<file path="src/rtl/rw_arb_pkg.sv">
// rw_arb_pkg: shared definitions for the two-port read/write arbiter.
//   - state_t     : arbiter FSM encoding (IDLE, ACCESS)
//   - DEF_DW/AW   : default data and address widths
//   - P0/P1       : port-index constants, also the encoding of the owner
//                   and last-grant registers
//   - pick_winner : round-robin selection between the two requesters
package rw_arb_pkg;

  localparam int DEF_DW = 4;
  localparam int DEF_AW = 2;

  localparam logic P0 = 1'b0;
  localparam logic P1 = 1'b1;

  typedef enum logic {
    IDLE   = 1'b0,
    ACCESS = 1'b1
  } state_t;

  // Lone requester wins; on a tie the port that was not granted last wins.
  function automatic logic pick_winner(input logic r0, input logic r1,
                                       input logic last_gnt);
    if (r0 && r1) return ~last_gnt;
    if (r0)       return P0;
    return P1;
  endfunction

endpackage

</file>
<file path="src/rtl/rw_4x4_sync.sv">
// rw_4x4_sync: single-port clocked storage array.
//   clk, rst_n : clock and asynchronous active-low reset (clears array and
//                read register)
//   en         : access strobe for this cycle
//   we         : 1 = write wdata to mem[addr], 0 = read mem[addr]
//   addr       : entry address
//   wdata      : write data
//   rdata      : registered read data, updated only by a read access
module rw_4x4_sync #(
  parameter int DW = 4,
  parameter int AW = 2
) (
  input  logic          clk,
  input  logic          rst_n,
  input  logic          en,
  input  logic          we,
  input  logic [AW-1:0] addr,
  input  logic [DW-1:0] wdata,
  output logic [DW-1:0] rdata
);

  localparam int DEPTH = 1 << AW;

  logic [DW-1:0] mem [DEPTH];

  // NOTE: the array sits in the reset branch because every entry must read
  // back as zero after rst_n; this forces flops rather than a RAM macro,
  // which is fine at this depth.
  always_ff @(posedge clk or negedge rst_n) begin
    if (!rst_n) begin
      for (int i = 0; i < DEPTH; i++) mem[i] <= '0;
      rdata <= '0;
    end else if (en) begin
      if (we) mem[addr] <= wdata;
      else    rdata     <= mem[addr];
    end
  end

endmodule

</file>
<file path="src/rtl/rw_4x4_arbiter.sv">
// rw_4x4_arbiter: round-robin arbiter/sequencer giving two requesters
// serialized access to one shared rw_4x4_sync array.
//   clk, rst_n        : clock, asynchronous active-low reset
//   req0/req1         : access request per port
//   we0/we1           : 1 = write, 0 = read (qualified by req)
//   addr0/addr1       : entry address per port
//   wdata0/wdata1     : write data per port
//   gnt0/gnt1         : one-cycle registered grant pulse (the ACCESS cycle)
//   rvalid0/rvalid1   : one-cycle read-data-valid pulse, cycle after grant
//   rdata0/rdata1     : read data, held until that port's next read
module rw_4x4_arbiter
  import rw_arb_pkg::*;
#(
  parameter int DW = DEF_DW,
  parameter int AW = DEF_AW
) (
  input  logic          clk,
  input  logic          rst_n,
  input  logic          req0,
  input  logic          req1,
  input  logic          we0,
  input  logic          we1,
  input  logic [AW-1:0] addr0,
  input  logic [AW-1:0] addr1,
  input  logic [DW-1:0] wdata0,
  input  logic [DW-1:0] wdata1,
  output logic          gnt0,
  output logic          gnt1,
  output logic          rvalid0,
  output logic          rvalid1,
  output logic [DW-1:0] rdata0,
  output logic [DW-1:0] rdata1
);

  state_t state, state_next;
  logic   owner, owner_next;
  logic   last_gnt, last_gnt_next;
  logic   gnt0_next, gnt1_next;
  logic   rvalid0_next, rvalid1_next;

  logic          mem_en;
  logic          mem_we;
  logic [AW-1:0] mem_addr;
  logic [DW-1:0] mem_wdata;
  logic [DW-1:0] mem_rdata;

  logic [DW-1:0] hold0, hold1;

  // NOTE: every signal gets a default before the case so no path leaves a
  // variable unassigned, which would otherwise infer a latch.
  always_comb begin
    state_next    = state;
    owner_next    = owner;
    last_gnt_next = last_gnt;
    gnt0_next     = 1'b0;
    gnt1_next     = 1'b0;
    rvalid0_next  = 1'b0;
    rvalid1_next  = 1'b0;
    mem_en        = 1'b0;
    mem_we        = (owner == P1) ? we1    : we0;
    mem_addr      = (owner == P1) ? addr1  : addr0;
    mem_wdata     = (owner == P1) ? wdata1 : wdata0;

    case (state)
      IDLE: begin
        if (req0 || req1) begin
          owner_next    = pick_winner(req0, req1, last_gnt);
          last_gnt_next = owner_next;
          gnt0_next     = (owner_next == P0);
          gnt1_next     = (owner_next == P1);
          state_next    = ACCESS;
        end
      end
      ACCESS: begin
        // The owner holds its inputs through the grant cycle, so they are
        // used live at the edge that closes ACCESS.
        mem_en       = 1'b1;
        rvalid0_next = !mem_we && (owner == P0);
        rvalid1_next = !mem_we && (owner == P1);
        state_next   = IDLE;
      end
      default: state_next = IDLE;
    endcase
  end

  // NOTE: state is updated with non-blocking assignments so every flop
  // samples the pre-edge values, independent of statement order.
  always_ff @(posedge clk or negedge rst_n) begin
    if (!rst_n) begin
      state    <= IDLE;
      owner    <= P0;
      last_gnt <= P1;
      gnt0     <= 1'b0;
      gnt1     <= 1'b0;
      rvalid0  <= 1'b0;
      rvalid1  <= 1'b0;
    end else begin
      state    <= state_next;
      owner    <= owner_next;
      last_gnt <= last_gnt_next;
      gnt0     <= gnt0_next;
      gnt1     <= gnt1_next;
      rvalid0  <= rvalid0_next;
      rvalid1  <= rvalid1_next;
    end
  end

  // The array's read register is shared by both ports, so each port keeps
  // its own copy captured during its rvalid cycle.
  always_ff @(posedge clk or negedge rst_n) begin
    if (!rst_n) begin
      hold0 <= '0;
      hold1 <= '0;
    end else begin
      if (rvalid0) hold0 <= mem_rdata;
      if (rvalid1) hold1 <= mem_rdata;
    end
  end

  // Both mux legs and the select are flops, so outputs stay registered.
  assign rdata0 = rvalid0 ? mem_rdata : hold0;
  assign rdata1 = rvalid1 ? mem_rdata : hold1;

  rw_4x4_sync #(
    .DW(DW),
    .AW(AW)
  ) u_mem (
    .clk  (clk),
    .rst_n(rst_n),
    .en   (mem_en),
    .we   (mem_we),
    .addr (mem_addr),
    .wdata(mem_wdata),
    .rdata(mem_rdata)
  );

endmodule

</file>
<file path="config.mk">
export PLATFORM = sky130hd
export DESIGN_NAME = rw_4x4_arbiter
export DESIGN_NICKNAME = d
export VERILOG_FILES = /design/src/rtl/rw_arb_pkg.sv /design/src/rtl/rw_4x4_sync.sv /design/src/rtl/rw_4x4_arbiter.sv
export SDC_FILE = /design/constraint.sdc
export NUM_CORES = 1
export LEC_CHECK = 0
export CAP_MARGIN = 20
export CORE_MARGIN = 2
export CORE_UTILIZATION = 54
export CTS_CLUSTER_DIAMETER = 120
export CTS_CLUSTER_SIZE = 20
export DETAILED_ROUTE_END_ITERATION = 7
export MAX_ROUTING_LAYER = met4
export PLACE_DENSITY = 0.81
export SLEW_MARGIN = 20
export SYNTH_ARGS = -nofsm -noshare
export SYNTH_HDL_FRONTEND = slang
export SYNTH_HIERARCHICAL = 1
export SYNTH_SLANG_ARGS = --single-unit
</file>
<file path="constraint.sdc">
create_clock -name clk -period 3.85 [get_ports clk]
set_input_delay 0.5775 -clock clk [delete_from_list [all_inputs] [get_ports clk]]
set_output_delay 0.5775 -clock clk [all_outputs]
set_load 0.01 [all_outputs]
</file>
==> impl_metrics.env, run 1 <==
export IMPL_r2r_end="u_mem/mem[12]$_DFFE_PN0P_"
export IMPL_register_area_sq_um=877
export IMPL_start_kind="register"
export IMPL_setup_viol=0
export IMPL_wl_mm=2.58
export IMPL_area_growth_pct=23.8
export IMPL_max_slew_margin=0.630
export IMPL_cts_tree="done"
export IMPL_critical_path_max_fanout=5
export IMPL_nFillCells=186
export IMPL_die_area_sq_um=3320
export IMPL_timing_final_max_slew_violations=0
export IMPL_drc_errors=0
export IMPL_drive_gt1_frac=0.344
export IMPL_wire_per_inst_um=16.0
export IMPL_dpl_hpwl_mm=1.88
export IMPL_reg2reg_slack_ns=1.90
export IMPL_cts_resized=0
export IMPL_yosys_warnings=6
export IMPL_grt_pass1_wl_mm=4.49
export IMPL_globalplace_congestion=0.750
export IMPL_dr_pass1_iters=3
export IMPL_syn_num_nets=114
export IMPL_fin_tns_setup_ns=0
export IMPL_routed_via_density=5.54
export IMPL_h_tree_depth=2
export IMPL_maxCapViolCount=0
export IMPL_min_from="last_gnt$_DFFE_PN1P_"
export IMPL_hold_violations=0
export IMPL_multiInputGateArea_sq_um=642
export IMPL_grt_overflow=0
export IMPL_die_height_um=57.6
export IMPL_synth_area_sq_um=1550
export IMPL_cts_sinks=35
export IMPL_fin_crit_sh=0.575
export IMPL_row_count=19
export IMPL_hold_path_class="register to register"
export IMPL_peakVddDrop_v=0.000547
export IMPL_seq_area_frac_synth=0.566
export IMPL_synthCells=96
export IMPL_skew_ns=0.0151
export IMPL_die_w_um=57.6
export IMPL_hold_end="last_gnt$_DFFE_PN1P_"
export IMPL_numCtsBuffers=5
export IMPL_status="finished clean"
export IMPL_grtUsageTotal=0.189
export IMPL_max_freq_ghz=0.452
export IMPL_grt_start_max_net_pins=36
export IMPL_final_util=0.702
export IMPL_period_needed_ns=2.21
export IMPL_insertion_delay_ns=0.33
export IMPL_core_area_sq_um=2730
export IMPL_critical_path_class="register to primary output"
export IMPL_worstPathRequired_ns=3.27
export IMPL_postCtsHoldBufs=0
export IMPL_root_buffer="clkbuf_4"
export IMPL_ant_nets=0
export IMPL_leakage_nw=0.843
export IMPL_cts_buffer_depth=2
export IMPL_synth_seq_cells=35
export IMPL_rsz0062_at_grt="no"
export IMPL_fin_nets=148
export IMPL_end_kind="primary output"
export IMPL_clk_pin_slew_worst_paths_ns=0.10
export IMPL_p_per_area_nw_per_um2=657
export IMPL_worstMarginPinSlew_ns=0.554
export IMPL_synth_area_per_cell_sq_um=16.1
export IMPL_boundaryPins=30
export IMPL_hold_depth=2
export IMPL_num_vias=897
export IMPL_drt_iter0_markers=41
export IMPL_first_global_vias=983
export IMPL_rr_startpoint="owner$_DFFE_PN0P_"
export IMPL_finalPower_mw=1.26
export IMPL_post_cts_buffers=0
export IMPL_ys_types=21
export IMPL_placed_area_sq_um=1860
export IMPL_portBuffers=29
export IMPL_r2r_cells=3
export IMPL_initial_utilization=0.567
export IMPL_crit_arrival_ns=1.64
export IMPL_design_area_sq_um=1920
export IMPL_n_antenna_cell=0
export IMPL_antenna_found_initial=0
## metrics by stage
stage	hold slack [ns]	worst slack [ns]	cells
global route	0.513	1.56	162
finish	0.498	1.64	162
global placement	0.466	1.69	154
CTS	0.496	1.61	162
detailed placement	0.480	1.68	154
floorplan	0.282	2.09	96
## cells by family after synthesis
logic type | share of synthesized area
AOI/OAI and AO/OA | 0.0121
DFF | 0.566
buffers and inverters | 0.0202
muxes | 0.339
and+or+nand+nor | 0.0630
## synthesized netlist by cell type
master     count  area [sq um]
dfrtp_1       34           851
mux2_2        20           225
mux2_4        11           165
mux2_1         4          45.0
mux4_2         4          90.1
nor2_1         4          15.0
a21oi_1        2          10.0
buf_6          2          22.5
nand2b_1       2          12.5
nand4b_1       2          17.5
and2_1         1          6.26
and2b_1        1          7.51
and3b_1        1          8.76
and4bb_2       1          12.5
buf_2          1          5.00
dfstp_2        1          26.3
inv_1          1          3.75
nand2_1        1          3.75
nand4_1        1          6.26
nor3b_1        1          7.51
o2bb2ai_1      1          8.76
## registers in the layout, summed over array words and instances, names as in the netlist
| signal | count |
|---|---|
| gnt0 | 1 |
| gnt1 | 1 |
| owner | 1 |
| last_gnt | 1 |
| hold1 | 4 |
| state | 1 |
| hold0 | 4 |
| u_mem/rdata | 4 |
| rvalid1 | 1 |
| u_mem/mem | 16 |
| rvalid0 | 1 |
## power by group
group	switching [mW]	internal [mW]	total, mW
clock network	0.117	0.0885	0.205
logic	0.142	0.300	0.442
registers	0.0889	0.525	0.614
total	0.347	0.914	1.26
## final cells by class
cell class | count | area share
inverters | 1 | 0.00196
clock inverters | 1 | 0.00261
well taps | 31 | 0.0202
repair buffers | 30 | 0.155
flip-flops and latches | 35 | 0.457
multi-input cells | 57 | 0.334
clock buffers | 7 | 0.0287
## placed cells by master, fill, tap and decap left out, types with 2 or more instances in the layout
cell type        Yosys  routed
mux2_4              11      11
mux2_1               4       4
dfrtp_1             34      34
clkbuf_4             0       5
nand4b_1             2       2
mux4_2               4       4
clkdlybuf4s50_1      0      29
nand2b_1             2       2
a21oi_1              2       2
nor2_1               4       4
mux2_2              20      20
## layer usage
layer / GRT usage / wire length [um] / up-vias
met5: - / 0 / -
met2: 0.304 / 1270 / 26
met4: 0.0498 / 16 / 0
met1: 0.228 / 1150 / 449
li1: - / - / 420
met3: 0.0680 / 142 / 2
## worst max-delay path by stage
stage | from | to | slack [ns] | depth (start not counted)
after floorplan | addr0[1] | u_mem/mem[12]$_DFFE_PN0P_ | 2.09 | 4
after global placement | addr0[0] | u_mem/rdata[1]$_DFFE_PN0P_ | 1.69 | 4
after detailed placement | addr1[0] | u_mem/rdata[0]$_DFFE_PN0P_ | 1.68 | 4
after CTS | rvalid1$_DFF_PN0_ | rdata1[2] | 1.61 | 2
after global routing | rvalid0$_DFF_PN0_ | rdata0[3] | 1.56 | 2
final | rvalid1$_DFF_PN0_ | rdata1[2] | 1.64 | 2
## critical path, cell delays in order (launching register included)
cell and delay, ns:
dfrtp_1 0.46, mux2_2 0.37, clkdlybuf4s50_1 0.48
Power figures use the tool's default switching activity.
==> run 2, diff against run 1 <==
- CORE_UTILIZATION: 54 -> 45
- PLACE_DENSITY: 0.81 -> 0.72
- clock period: 3.85 -> 1.9 ns (I/O delays scaled with it)
==> impl_metrics.env, run 2 (synthesis results as in run 1) <==
export IMPL_largest_reg_flops=16
export IMPL_cp_endpoint="rvalid0"
export IMPL_start_kind="register"
export IMPL_wl_mm=2.76
export IMPL_period_needed_ns=1.80
export IMPL_hold_path_class="input pin to asynchronous set/reset pin"
export IMPL_row_count=21
export IMPL_grt_start_max_net_pins=36
export IMPL_portBuffers=29
export IMPL_nFillCells=265
export IMPL_die_height_um=62.7
export IMPL_switching_share=0.269
export IMPL_r2r_end="u_mem/rdata[0]$_DFFE_PN0P_"
export IMPL_antenna_found_initial=0
export IMPL_p_comb_frac=0.336
export IMPL_hold_violations=0
export IMPL_die_w_um=62.7
export IMPL_layout_common_cells="dfrtp_1 (32), clkdlybuf4s50_1 (21), mux2_2 (20), mux2_4 (11), buf_4 (9)"
export IMPL_crit_start="rvalid0$_DFF_PN0_"
export IMPL_ant_nets=0
export IMPL_pwr_share_seq=0.459
export IMPL_n_antenna_cell=0
export IMPL_initial_utilization=0.468
export IMPL_cts_tree="done"
export IMPL_r2r_cells=3
export IMPL_reg2reg_slack_ns=0.13
export IMPL_grt_overflow=0
export IMPL_drt_iter0_markers=23
export IMPL_fin_tns_setup_ns=0
export IMPL_die_area_sq_um=3930
export IMPL_numCtsBuffers=5
export IMPL_setup_viol=0
export IMPL_core_area_sq_um=3310
export IMPL_power_internal_mw=1.97
export IMPL_worstMarginPinSlew_ns=0.438
export IMPL_clkPwrFrac=0.205
export IMPL_dr_pass1_iters=3
export IMPL_critical_path_class="register to primary output"
export IMPL_max_flop_register="u_mem/mem"
export IMPL_h_tree_depth=2
export IMPL_status="finished clean"
export IMPL_rr_startpoint="owner$_DFFE_PN0P_"
export IMPL_switchingPower_mw=0.726
export IMPL_insertion_delay_ns=0.34
export IMPL_fin_crit_sh=0.950
export IMPL_p_per_area_nw_per_um2=1330
export IMPL_rsz0062_at_grt="no"
export IMPL_peakVddDrop_v=0.000550
export IMPL_cts_sinks=35
export IMPL_max_freq_ghz=0.554
export IMPL_wire_per_inst_um=14.9
export IMPL_num_vias=932
export IMPL_boundaryPins=30
export IMPL_grtUsageTotal=0.164
export IMPL_fin_nets=156
export IMPL_cts_buffer_depth=2
export IMPL_drc_errors=0
export IMPL_maxCapViolCount=0
export IMPL_hold_worst_slack_ns=0.357
export IMPL_globalplace_congestion=0.767
export IMPL_leakage_nw=0.958
export IMPL_place_inst=172
export IMPL_crit_arrival_ns=1.52
export IMPL_final_common_cell="dfrtp_1"
export IMPL_drive_gt1_frac=0.403
export IMPL_routed_via_density=5.04
export IMPL_first_global_vias=1046
export IMPL_dpl_hpwl_mm=2.06
export IMPL_worstPathRequired_ns=1.62
export IMPL_finalPower_mw=2.70
export IMPL_root_buffer="clkbuf_4"
export IMPL_max_slew_margin=0.708
export IMPL_timing_final_max_slew_violations=0
export IMPL_grt_pass1_wl_mm=4.73
export IMPL_layout_cells_non_filler=185
export IMPL_skew_ns=0.0113
export IMPL_area_growth_pct=31.3
export IMPL_end_kind="primary output"
export IMPL_clk_pin_slew_worst_paths_ns=0.11
export IMPL_critical_path_max_fanout=4
## run 2: changes by cell type in the layout (fill, tap and decap cells not counted), sizes merged
cell,before,now
bufinv,0,1
clkbuf,7,6
dlymetal6s2s,0,5
buf,1,9
clkdlybuf4s50,29,21
dlygate4sd2,0,3
## run 2: power groups by stage
stage / registers (mW) / clock network (mW) / logic (mW)
after floorplan: 1.18 / 0 / 0.634
after global placement: 1.24 / 0 / 0.915
after detailed placement: 1.26 / 0 / 0.943
after CTS: 1.24 / 0.577 / 0.933
after global routing: 1.27 / 0.612 / 0.983
final: 1.24 / 0.554 / 0.906
## run 2: per-stage QoR
step	instance area, sq um	util	worst slack, ns
after floorplan	1550	-	0.185
after global placement	1900	0.574	0.0437
after detailed placement	1900	0.574	0.0277
after CTS	2020	0.609	0.00228
after global routing	2040	0.615	0.0327
final	2040	0.615	0.0950
## run 2: per-layer routing
layer  part of all wire  global-route usage  up-vias  wire length (um)
met5                  0                   -        -                 0
met1               0.42               0.172      467              1150
met4              0.017              0.0667        0                46
met2               0.52               0.284       25              1440
met3              0.043              0.0541        6               120
li1                   -                   -      434                 -
## run 2: how the worst min path moves through the flow
stage	from	to	slack [ns]	cells past startpoint
final	rst_n	u_mem/mem[14]$_DFFE_PN0P_	0.36	2
after global routing	rst_n	owner$_DFFE_PN0P_	0.38	2
after CTS	rst_n	hold1[2]$_DFF_PN0_	0.35	2
after detailed placement	u_mem/mem[12]$_DFFE_PN0P_	u_mem/mem[12]$_DFFE_PN0P_	0.47	1
after global placement	u_mem/mem[13]$_DFFE_PN0P_	u_mem/mem[13]$_DFFE_PN0P_	0.47	1
after floorplan	rst_n	gnt0$_DFF_PN0_	-0.01	0
## run 2: worst max-delay path: stages, from the launching register on
cell	delay [ns]
dfrtp_2	0.45
buf_4	0.15
buf_4	0.12
clkdlybuf4s50_1	0.47
## run 2: area by class of cell
class | instances | area (sq um) | area share
inverters | 1 | 3.75 | 0.00184
multi-input cells | 57 | 642 | 0.315
well taps | 46 | 57.6 | 0.0283
clock buffers | 6 | 51.3 | 0.0252
flip-flops and latches | 35 | 880 | 0.432
clock inverters | 2 | 35.0 | 0.0172
repair buffers | 38 | 367 | 0.180
## run 2: repair_timing
action                                  in CTS  in global routing
gates cloned                                 0                  0
resized for setup                            5                  5
hold buffers                                 0                  0
buffers inserted                             4                  1
hold endpoints to repair                     0                  0
endpoints found under the setup margin       8                  5
